<file path="src/rtl/fft_ram_reader_if.sv">
// RAM read port and output stream of the FFT buffer read-side sequencer.
// master = sequencer side, slave = RAM/downstream side.
interface fft_ram_reader_if #(
  parameter int unsigned ADDR_WIDTH = 10,
  parameter int unsigned DATA_WIDTH = 64
);
  logic [ADDR_WIDTH-1:0] rd_addr;
  logic [DATA_WIDTH-1:0] rd_data;
  logic [DATA_WIDTH-1:0] m_data;
  logic                  m_valid;
  logic                  m_ready;
  logic                  m_last;

  modport master (
    output rd_addr,
    input  rd_data,
    output m_data,
    output m_valid,
    input  m_ready,
    output m_last
  );

  modport slave (
    input  rd_addr,
    output rd_data,
    input  m_data,
    input  m_valid,
    output m_ready,
    input  m_last
  );
endinterface

</file>
<file path="src/rtl/fft_ram_reader.sv">
// Read-side sequencer for the FFT dual-port RAM: issues one frame of addresses,
// absorbs the RAM read latency and streams words out with full backpressure.
module fft_ram_reader #(
  parameter int unsigned ADDR_WIDTH  = 10,
  parameter int unsigned DATA_WIDTH  = 64,
  parameter int unsigned RD_LATENCY  = 1,
  parameter int unsigned BIT_REVERSE = 0
) (
  input  logic             rd_clk,
  input  logic             rd_rst,
  input  logic             start,
  input  logic             abort,
  output logic             busy,
  output logic             done,
  fft_ram_reader_if.master bus
);

  localparam int unsigned FIFO_DEPTH = RD_LATENCY + 2;
  localparam int unsigned PW         = (FIFO_DEPTH > 1) ? $clog2(FIFO_DEPTH) : 1;
  localparam int unsigned CW         = $clog2(FIFO_DEPTH + 1);
  localparam logic [ADDR_WIDTH-1:0] LAST_IDX = '1;
  localparam logic [PW-1:0]         PTR_MAX  = PW'(FIFO_DEPTH - 1);

  typedef enum logic [1:0] {
    IDLE  = 2'd0,
    READ  = 2'd1,
    DRAIN = 2'd2
  } state_t;

  state_t state_q, state_d;

  logic [ADDR_WIDTH-1:0] idx_q;
  logic [RD_LATENCY:0]   pipe_vld;
  logic [RD_LATENCY:0]   pipe_last;

  logic [DATA_WIDTH-1:0] fifo_data [FIFO_DEPTH];
  logic                  fifo_last [FIFO_DEPTH];
  logic [PW-1:0]         wr_ptr, rd_ptr;
  logic [CW-1:0]         count;
  logic [CW-1:0]         inflight;

  logic        head_valid;
  logic        head_last;
  logic        pop;
  logic        push;
  logic        issue;
  logic        flush;
  logic        finish;
  logic        start_frame;
  int unsigned occupancy;

  function automatic logic [ADDR_WIDTH-1:0] addr_map(input logic [ADDR_WIDTH-1:0] i);
    logic [ADDR_WIDTH-1:0] r;
    r = i;
    if (BIT_REVERSE != 0) begin
      for (int unsigned b = 0; b < ADDR_WIDTH; b++) begin
        r[b] = i[ADDR_WIDTH-1-b];
      end
    end
    return r;
  endfunction

  function automatic logic [PW-1:0] ptr_inc(input logic [PW-1:0] p);
    return (p == PTR_MAX) ? '0 : p + 1'b1;
  endfunction

  assign head_valid = (count != '0);
  assign head_last  = fifo_last[rd_ptr];
  assign pop        = head_valid & bus.m_ready;
  assign push       = pipe_vld[RD_LATENCY];

  assign bus.m_valid = head_valid;
  assign bus.m_data  = head_valid ? fifo_data[rd_ptr] : '0;
  assign bus.m_last  = head_valid & head_last;
  assign busy        = (state_q != IDLE);

  // Every issued read not yet in the FIFO, including the one landing this cycle.
  always_comb begin
    inflight = '0;
    for (int unsigned i = 0; i <= RD_LATENCY; i++) begin
      inflight = inflight + CW'(pipe_vld[i]);
    end
  end

  always_ff @(posedge rd_clk) begin
    if (rd_rst) begin
      state_q <= IDLE;
    end else begin
      state_q <= state_d;
    end
  end

  always_comb begin
    state_d     = state_q;
    issue       = 1'b0;
    finish      = 1'b0;
    start_frame = 1'b0;
    flush       = abort;
    occupancy   = 32'(count) + 32'(inflight) - 32'(pop);
    case (state_q)
      IDLE: begin
        if (start && !abort) begin
          state_d     = READ;
          start_frame = 1'b1;
        end
      end
      READ: begin
        if (abort) begin
          state_d = IDLE;
        end else if (occupancy < FIFO_DEPTH) begin
          issue = 1'b1;
          if (idx_q == LAST_IDX) begin
            state_d = DRAIN;
          end
        end
      end
      DRAIN: begin
        if (abort) begin
          state_d = IDLE;
        end else if (pop && head_last) begin
          state_d = IDLE;
          finish  = 1'b1;
        end
      end
      default: state_d = IDLE;
    endcase
  end

  always_ff @(posedge rd_clk) begin
    if (rd_rst) begin
      idx_q       <= '0;
      bus.rd_addr <= '0;
      pipe_vld    <= '0;
      pipe_last   <= '0;
      wr_ptr      <= '0;
      rd_ptr      <= '0;
      count       <= '0;
      done        <= 1'b0;
    end else begin
      done <= finish;
      if (start_frame) begin
        idx_q <= '0;
      end else if (issue && (idx_q != LAST_IDX)) begin
        idx_q <= idx_q + 1'b1;
      end
      if (issue) begin
        bus.rd_addr <= addr_map(idx_q);
      end
      if (flush) begin
        pipe_vld  <= '0;
        pipe_last <= '0;
        wr_ptr    <= '0;
        rd_ptr    <= '0;
        count     <= '0;
      end else begin
        pipe_vld  <= {pipe_vld[RD_LATENCY-1:0], issue};
        pipe_last <= {pipe_last[RD_LATENCY-1:0], issue && (idx_q == LAST_IDX)};
        if (push) begin
          wr_ptr <= ptr_inc(wr_ptr);
        end
        if (pop) begin
          rd_ptr <= ptr_inc(rd_ptr);
        end
        count <= count + CW'(push) - CW'(pop);
      end
    end
  end

  // Storage needs no reset: outputs are gated by head_valid.
  always_ff @(posedge rd_clk) begin
    if (push && !flush && !rd_rst) begin
      fifo_data[wr_ptr] <= bus.rd_data;
      fifo_last[wr_ptr] <= pipe_last[RD_LATENCY];
    end
  end

endmodule

</file>
<file path="src/flat_wrapper.sv">
// flat-port wrapper written by rule: the top's interface ports become plain ports
module fft_ram_reader_flat 
#(
  parameter int unsigned ADDR_WIDTH  = 10,
  parameter int unsigned DATA_WIDTH  = 64,
  parameter int unsigned RD_LATENCY  = 1,
  parameter int unsigned BIT_REVERSE = 0
)
  (rd_clk, rd_rst, start, abort, busy, done, bus_rd_addr, bus_rd_data, bus_m_data, bus_m_valid, bus_m_ready, bus_m_last);
  fft_ram_reader_if #(.ADDR_WIDTH(ADDR_WIDTH), .DATA_WIDTH(DATA_WIDTH)) bus_i ();
  input  logic rd_clk;
  input  logic rd_rst;
  input  logic start;
  input  logic abort;
  output logic busy;
  output logic done;
  output wire logic [$bits(bus_i.rd_addr)-1:0] bus_rd_addr;
  input wire logic [$bits(bus_i.rd_data)-1:0] bus_rd_data;
  output wire logic [$bits(bus_i.m_data)-1:0] bus_m_data;
  output wire logic [$bits(bus_i.m_valid)-1:0] bus_m_valid;
  input wire logic [$bits(bus_i.m_ready)-1:0] bus_m_ready;
  output wire logic [$bits(bus_i.m_last)-1:0] bus_m_last;
  assign bus_rd_addr = bus_i.rd_addr;
  assign bus_i.rd_data = bus_rd_data;
  assign bus_m_data = bus_i.m_data;
  assign bus_m_valid = bus_i.m_valid;
  assign bus_i.m_ready = bus_m_ready;
  assign bus_m_last = bus_i.m_last;
  fft_ram_reader #(.ADDR_WIDTH(ADDR_WIDTH), .DATA_WIDTH(DATA_WIDTH), .RD_LATENCY(RD_LATENCY), .BIT_REVERSE(BIT_REVERSE)) u_core (.rd_clk(rd_clk), .rd_rst(rd_rst), .start(start), .abort(abort), .busy(busy), .done(done), .bus(bus_i));
endmodule
</file>
<file path="config.mk">
export PLATFORM = sky130hd
export DESIGN_NAME = fft_ram_reader_flat
export DESIGN_NICKNAME = d
export VERILOG_FILES = /design/src/rtl/fft_ram_reader_if.sv /design/src/rtl/fft_ram_reader.sv /design/src/flat_wrapper.sv
export SDC_FILE = /design/constraint.sdc
export NUM_CORES = 1
export LEC_CHECK = 0
export CORE_ASPECT_RATIO = 0.6
export CORE_MARGIN = 4
export CORE_UTILIZATION = 50
export DETAILED_ROUTE_END_ITERATION = 10
export DONT_BUFFER_PORTS = 1
export GPL_ROUTABILITY_DRIVEN = 0
export PLACE_DENSITY = 0.71
export SYNTH_ARGS = -nofsm -noshare
export SYNTH_HDL_FRONTEND = slang
export SYNTH_SLANG_ARGS = --single-unit
export TNS_END_PERCENT = 1
</file>
<file path="constraint.sdc">
create_clock -name rd_clk -period 10.7 [get_ports rd_clk]
set_input_delay 1.605 -clock rd_clk [delete_from_list [all_inputs] [get_ports rd_clk]]
set_output_delay 1.605 -clock rd_clk [all_outputs]
set_load 0.05 [all_outputs]
</file>
==> results.cfg <==
[clocking]
worst_skew_pair.late_latency_ns = 0.49
clockBufferDepth = 3
cts.clk_slew.worst_paths_ns = 0.06
htreeDepth = 1
cts_resized = 0
cts_buffers = 21
cts_root_buffer = clkbuf_16
post_cts_buffers = 0
cts.sinks = 230
postCtsHoldBufs = 0
cts_tree = done

[worst_setup_path]
arrival_ns = 2.90
worstPathRequired_ns = 9.10
end_kind = output port
cp-start-kind = register
cp_max_fo = 61
crit_type = reg -> out

[logic_synthesis]
seq_area_frac_synth = 0.718
synth_edf_count = 195
synthTopCellsByCount = edfxtp_1 (195), nor2_1 (143), a21oi_1 (85)
synth_area_mm2 = 0.00913
synth_top_area_cell = edfxtp_1
async_flop_share = 0
syn_inst = 684
yosysUniqueCellTypes = 41
synth_warnings = 0
syn_nets = 763
postSynthRegisterBits = 230
synth_top_area_frac = 0.642
yosysMostFrequentCell = edfxtp_1
synth.area.top_cells = edfxtp_1 (64%), dfxtp_1 (7.7%), mux2i_1 (7.3%), nor2_1 (5.9%), a21oi_1 (4.7%)
synth-main-ff-cell = edfxtp_1
syn_area_per_cell_um2 = 13.3

[pwr]
ir_drop_mv = 0.140
power_mw = 1.71
p_per_area_mw_per_mm2 = 170
leakage_nw = 3.19

[timing]
clock_skew_ns = 0.00882
rsz0062_at_grt = false
finalSetupViolations = 0
fin_setup_tns_ns = 0
min_period_ns = 4.51
finalWorstSetupSlack_ns = 6.19
tightest_slew_ns = 1.11
slew_viol_final = 0
max_slew_margin = 0.259
hold_violations = 0
finalCritPeriodShare = 0.421
fin_hold_ws_ns = 0.461
max_freq_ghz = 0.222

[final_layout]
syn2layout_area_growth_pct = 9.99
nets = 757
nFillCells = 1396
drive_above_1_share = 0.0750
final_util = 0.574
n_antenna_cell = 0

[die]
die_h_um = 113
initial_utilization = 0.522
coreArea_mm2 = 0.0175
dieArea_mm2 = 0.0205
pin_count = 147
rows = 37
die_x_um = 182

[drt]
first_pass_iters = 5
wl_um = 17800
drc = 0
wl_per_cell_um = 19.2
ant_nets = 0
via_per_inst = 5.56
drtIter0Drc = 444
num_vias = 5152

[placement]
port_buffers = 0
dpl.hpwl_um = 11300
place_ws_ns = 6.12

[global_route]
grt_pass1_vias = 5092
grt_max_degree = 85
grt_usage = 0.170
grt-ovfl-total = 0
antenna_found_initial = 0
grt_pass1_wl_um = 28000

[outcome]
outcome = complete, no violations

[hold_path]
hold_class = reg -> reg

[run]
timing.max_cap.violations = 0
layout make-up:
type / instances / area, um^2 / share of cell area
clock buffers: 24 / 547 / 0.0545
multi-input cells: 400 / 2380 / 0.238
clock inverters: 14 / 119 / 0.0118
inverters: 15 / 56.3 / 0.00561
flip-flops and latches: 230 / 6560 / 0.654
well taps: 234 / 293 / 0.0292
repair buffers: 10 / 75.1 / 0.00748
critical path: stages, from the launching register on:
cell and delay, ns:
dfxtp_4 0.39, buf_4 0.83, mux2i_1 0.19, nor2_1 0.15
a21oi_1 0.07, nor2_1 0.73
per-layer routing:
layer,track usage,vias up,wire (um)
met2,0.256,160,7810
met5,0,-,0
li1,-,2483,-
met4,0.0320,0,292
met3,0.0593,22,1650
met1,0.243,2487,8030
path summary, 6_finish.rpt:
| check | start | endpoint | slack [ns] | depth (start not counted) |
|---|---|---|---|---|
| min | u_core.pipe_last[1]$_SDFF_PP0_ | u_core.fifo_last[2]$_DFFE_PP_ | 0.46 | 0 |
| max | register | bus_m_data[29] | 6.19 | 5 |
| max reg2reg | u_core.count[1]$_SDFF_PP0_ | u_core.idx_q[5]$_SDFFE_PP0P_ | 7.28 | 9 |
| min reg2reg | u_core.pipe_last[1]$_SDFF_PP0_ | u_core.fifo_last[2]$_DFFE_PP_ | 0.46 | 0 |
sequential cells by signal, summed over array words and instances (netlist names), 3 cells and up, named ones only:
signal / flops
u_core.bus.rd_addr: 10
u_core.idx_q: 10
u_core.fifo_data: 192
u_core.fifo_last: 3
cells by family after synthesis:
kind of cell | count (synthesis) | synth area share
AND/OR/NAND/NOR | 205 | 0.0993
multiplexers | 67 | 0.0735
adder cells (fa/ha/maj) | 10 | 0.0145
AO/OA/AOI/OAI | 116 | 0.0691
buffers and inverters | 54 | 0.0233
XOR/XNOR | 2 | 0.00192
flip-flops | 230 | 0.718
metrics by stage:
| step | std cells | area, um^2 |
|---|---|---|
| final | 927 | 10000 |
| after global routing | 927 | 10000 |
| after CTS | 926 | 10000 |
| after detailed placement | 888 | 9370 |
| after global placement | 888 | 9370 |
| after floorplan | 684 | 9130 |
where the power goes:
group | internal [mW] | total (mW) | switching, mW
logic | 0.00313 | 0.0129 | 0.00975
clock network | 0.415 | 0.723 | 0.308
registers | 0.970 | 0.971 | 0.000732
cells in the final DEF (no fill, tap or decap), drive strengths merged, types with 4 or more instances in the layout:
cell type,instances
o31ai,7
nor2,143
nor3,6
edfxtp,195
ha,9
nor3b,4
dfxtp,35
inv,16
o21ai,14
nand2,11
clkbuf,25
a21oi,85
nor4,5
buf,9
clkinv,9
mux2i,67
or4,4
nand3,12
No activity file was read; power rests on OpenSTA's default activity.
